[src/rtl/fetch_unit.sv]
// fetch_unit: instruction fetch stage with the PC register, the IF/ID pipeline register
// and a BOOT/RUN/HALT control FSM.
// Optional feature: define FETCH_PERF_CNT_EN to build the fetch_count performance counter.
// Without the macro, fetch_count is tied to zero and no counter register is built.
module fetch_unit #(
   parameter logic [31:0] RESET_PC  = 32'h0000_0000,
   parameter logic [31:0] NOP_INSTR = 32'h0000_0013
) (
   input  logic        clk,
   input  logic        reset,
   input  logic        stall,
   input  logic        branch_taken,
   input  logic [31:0] branch_target,
   input  logic [31:0] instruction,
   output logic [31:0] pc,
   output logic [31:0] if_id_pc,
   output logic [31:0] if_id_instr,
   output logic        if_id_valid,
   output logic        halted,
   output logic [31:0] fetch_count
);

   localparam logic [31:0] EBREAK = 32'h0010_0073;

   typedef enum logic [1:0] {StBoot, StRun, StHalt} state_e;

   state_e      state;
   logic [31:0] redirect_pc;
   logic [31:0] pc_plus4;
   logic        unused_target_bits;

   // Redirect targets are forced to word alignment.
   assign redirect_pc        = {branch_target[31:2], 2'b00};
   assign unused_target_bits = ^branch_target[1:0];
   // Modulo 2^32 adder; the carry out is dropped.
   assign pc_plus4           = pc + 32'd4;

   // Control FSM together with the PC, IF/ID and halted registers.
   always_ff @(posedge clk or posedge reset) begin
      if (reset) begin
         state       <= StBoot;
         pc          <= RESET_PC;
         if_id_pc    <= 32'h0;
         if_id_instr <= NOP_INSTR;
         if_id_valid <= 1'b0;
         halted      <= 1'b0;
      end else begin
         unique case (state)
            StBoot: begin
               // One settling cycle: PC and IF/ID are left untouched.
               state <= StRun;
            end
            StRun: begin
               if (branch_taken) begin
                  pc          <= redirect_pc;
                  if_id_pc    <= pc;
                  if_id_instr <= NOP_INSTR;
                  if_id_valid <= 1'b0;
               end else if (!stall) begin
                  if_id_pc    <= pc;
                  if_id_instr <= instruction;
                  if_id_valid <= 1'b1;
                  if (instruction == EBREAK) begin
                     // Capture the ebreak but park the PC on it.
                     state  <= StHalt;
                     halted <= 1'b1;
                  end else begin
                     pc <= pc_plus4;
                  end
               end
            end
            StHalt: begin
               if (branch_taken) begin
                  pc          <= redirect_pc;
                  if_id_pc    <= pc;
                  if_id_instr <= NOP_INSTR;
                  if_id_valid <= 1'b0;
                  state       <= StRun;
                  halted      <= 1'b0;
               end else begin
                  // Stall is ignored here; IF/ID drains to a bubble.
                  if_id_instr <= NOP_INSTR;
                  if_id_valid <= 1'b0;
               end
            end
            default: begin
               state  <= StBoot;
               halted <= 1'b0;
            end
         endcase
      end
   end

`ifdef FETCH_PERF_CNT_EN
   logic fetch_fire;

   assign fetch_fire = (state == StRun) && !branch_taken && !stall;

   // Count every normal fetch in RUN, including the ebreak fetch; wraps naturally.
   always_ff @(posedge clk or posedge reset) begin
      if (reset) begin
         fetch_count <= 32'h0;
      end else if (fetch_fire) begin
         fetch_count <= fetch_count + 32'd1;
      end
   end
`else
   assign fetch_count = 32'h0;
`endif

endmodule

[config.mk]
export PLATFORM = sky130hd
export DESIGN_NAME = fetch_unit
export DESIGN_NICKNAME = d
export VERILOG_FILES = /design/src/rtl/fetch_unit.sv
export SDC_FILE = /design/constraint.sdc
export NUM_CORES = 1
export LEC_CHECK = 0
export CAP_MARGIN = 10
export CELL_PAD_IN_SITES_DETAIL_PLACEMENT = 0
export CELL_PAD_IN_SITES_GLOBAL_PLACEMENT = 1
export CORE_MARGIN = 5
export CORE_UTILIZATION = 32
export CTS_CLUSTER_DIAMETER = 120
export DETAILED_ROUTE_END_ITERATION = 8
export GPL_TIMING_DRIVEN = 1
export MAX_ROUTING_LAYER = met4
export PLACE_DENSITY_LB_ADDON = 0.3
export SYNTH_ARGS = -nofsm -noshare
export SYNTH_HDL_FRONTEND = slang
export SYNTH_SLANG_ARGS = --single-unit
[constraint.sdc]
create_clock -name clk -period 3.5 [get_ports clk]
set_clock_uncertainty 0.1 [all_clocks]
set_input_delay 0.525 -clock clk [delete_from_list [all_inputs] [get_ports clk]]
set_output_delay 0.525 -clock clk [all_outputs]
set_load 0.01 [all_outputs]
==> metrics.txt <==
outcome complete, no violations; Yosys reg bits 96; CTS root buf clkbuf_16; most frequent cells in the layout clkdlybuf4s50_1 (159), dfrtp_1 (93), conb_1 (36), mux2_2 (30), a22o_1 (30); proportion of synthesized area in mux cells 0.0727; global-route met1 utilization 0.216; post-synthesis xor/xnor area fraction 0; chip height 132 um; GRT met2 Usage 0.242; final hold vios 0; placed cells 762; fmax 406 MHz; period utilisation layout 0.704; Pre-Repair DR Iteration Count 4; critical path class in2reg; Compound-Gate Fraction of Synth Area 0.208; Routed WL 14,200 um; drt drc 0; HPWL Detailed 10,300 um; syn_area_per_cell 11.1 um2; met3 Resource Use GR 0.0553; Pwr per Cell Area 468 mW/mm2; first-pass GRT wire length 22,600 um; num ports 198; post-CTS setup buffers 0; Cell Count, Final, Fillers Out 778; Finished Core Util 0.469; clock buffer depth 2; Yosys warnings 0; CP top delay family compound AO/OA/AOI/OAI gates; Total GRT Usage 0.164; Post-Synthesis Cell Area 0.00479 mm2; Post-synth EDFFs 0; average wire per standard cell 18.2 um; Core ar. 0.0146 mm2; CP startpoint kind input port; most used routing layer met2; vias in the first global route 4,065; Rel. slew slack 0.481; slowest library cell on the worst path clkdlybuf4s50_1; Post-Synth Adder-Cell Area 0.00261; data arrival time of the critical path 2.60 ns; initial detailed-routing violation count 246; GPL Wtd Cong 0.800; CTS sink count 96; Die Width 132 um; Worst-Skew Late Latency 0.35 ns; register area share after synthesis 0.503; Final #Nets 658; Setup violations, final 0; Max FO, Critical Path 20; most common cell after layout, fill and taps aside clkdlybuf4s50_1; synth unique cells 53; row cnt 44; clock slew at reported path FFs 0.07 ns; asr flop ratio synth 1.00; vias per cell 5.24; final slew viol count 0; maxcap violations 0; H-Tree Depth 3; Area growth syn-to-layout 43.0%; Synth Area in Simple Gates 0.125; crit path buf inv count 2; worst vdd ir 0.300 mV; setup_tns 0 ns; die area 0.0175 mm2; Pleak 2.79 nW; Data required, critical path 3.64 ns; Critical Path Sink Type register; via count 4,074; Initial Utilization 0.328; largest net degree at the start of global routing 48; ys flop type dfrtp_1; Hold Path Class reg2reg; GRT Residual Overflow 0; CTS tree yes; Port Buf Inserts 159; initial antenna violation count 0; cts bufs inserted 9; post-cts sizing count 0; Final min period 2.46 ns; ANT nets after route 0; CP Cell Sequence clkdlybuf4s50_1 -> nor4b_1 -> nand4_1 -> o41a_1 -> buf_4 -> o21a_1 -> o22a_1; RSZ-0062 raised after global routing false; CP max stage delay 0.44 ns; Post-CTS Hold Buffers 0; largest family of logic cells by synthesized area compound AO/OA/AOI/OAI gates; share of layout cells above drive strength 1 0.153; Mapped Cells 432; Antenna diodes 0; Worst Tran Pin Value 0.778 ns
-- cells in the mapped netlist (8+ instances only) --
library cell	n	area, um2
dfrtp_1	93	2330
a21oi_1	22	110
nor2_1	14	52.6
nand2_1	25	93.8
buf_4	37	278
nand4_1	12	75.1
o21ai_1	8	40.0
clkbuf_1	17	63.8
o22ai_1	14	87.6
nand3_1	16	80.1
a22o_1	30	263
a2bb2oi_1	17	149
mux2_2	30	338
o21ai_0	10	50.1
-- where the power goes --
group	internal, mW	leakage [nW]	switching, mW
logic	0.413	1.49	0.310
registers	1.23	1.14	0.121
clock network	0.699	0.156	0.426
-- worst paths after layout --
path,to,from,slack (ns),cells after the start
max in group asynchronous,if_id_pc[16],reset,2.10,3
worst min-delay path,if_id_valid,if_id_valid,0.38,2
min in group asynchronous,if_id_pc[29],reset,0.51,2
worst max-delay path,pc[15],instruction[22],1.04,7
worst min register to register,if_id_valid,if_id_valid,0.38,2
worst max register to register,pc[10],state[1],1.22,6
-- layout make-up --
class / instances / area (um2)
clock buffers: 11 / 233
clock inverters: 5 / 105
fillers: 1334 / 7740
inverters: 4 / 17.5
multi-input cells: 303 / 2120
flip-flops and latches: 96 / 2410
well taps: 184 / 230
repair buffers: 175 / 1740
-- stage by stage --
stage / area, um2 / setup slack, ns / total power, mW / hold WS [ns]
detailed placement: 6510 / 0.700 / 2.10 / 0.367
CTS: 6840 / 1.05 / 3.26 / 0.387
global placement: 6510 / 0.663 / 2.09 / 0.367
global route: 6840 / 0.984 / 3.37 / 0.417
floorplan: 4920 / 0.375 / 1.70 / 0.376
finish: 6840 / 1.04 / 3.20 / 0.380
-- worst register-to-register path, delay by kind of cell, from the launching register on --
family          cells  cell delay, ns
simple gates        1            0.56
flops               1            0.42
buf+inv             1            0.25
compound gates      4            0.84
-- sequential cells by signal, indices dropped and copies added (netlist names) --
signal	cells
pc	30
halted	1
state	2
if_id_instr	32
if_id_valid	1
if_id_pc	30
-- per-layer routing --
metal,up-vias,part of all wire,routed length [um]
met5,-,0,0
met2,194,0.46,6560
li1,1863,-,-
met3,15,0.081,1150
met4,0,0.015,208
met1,2002,0.44,6280
-- kinds of logic after synthesis --
logic type      after synthesis
other cells                   1
mux                          31
compound gates              132
simple gates                103
buf+inv                      68
fa+ha+maj                     1
flops                        96
Note: power is estimated with default switching activity, not from simulation.
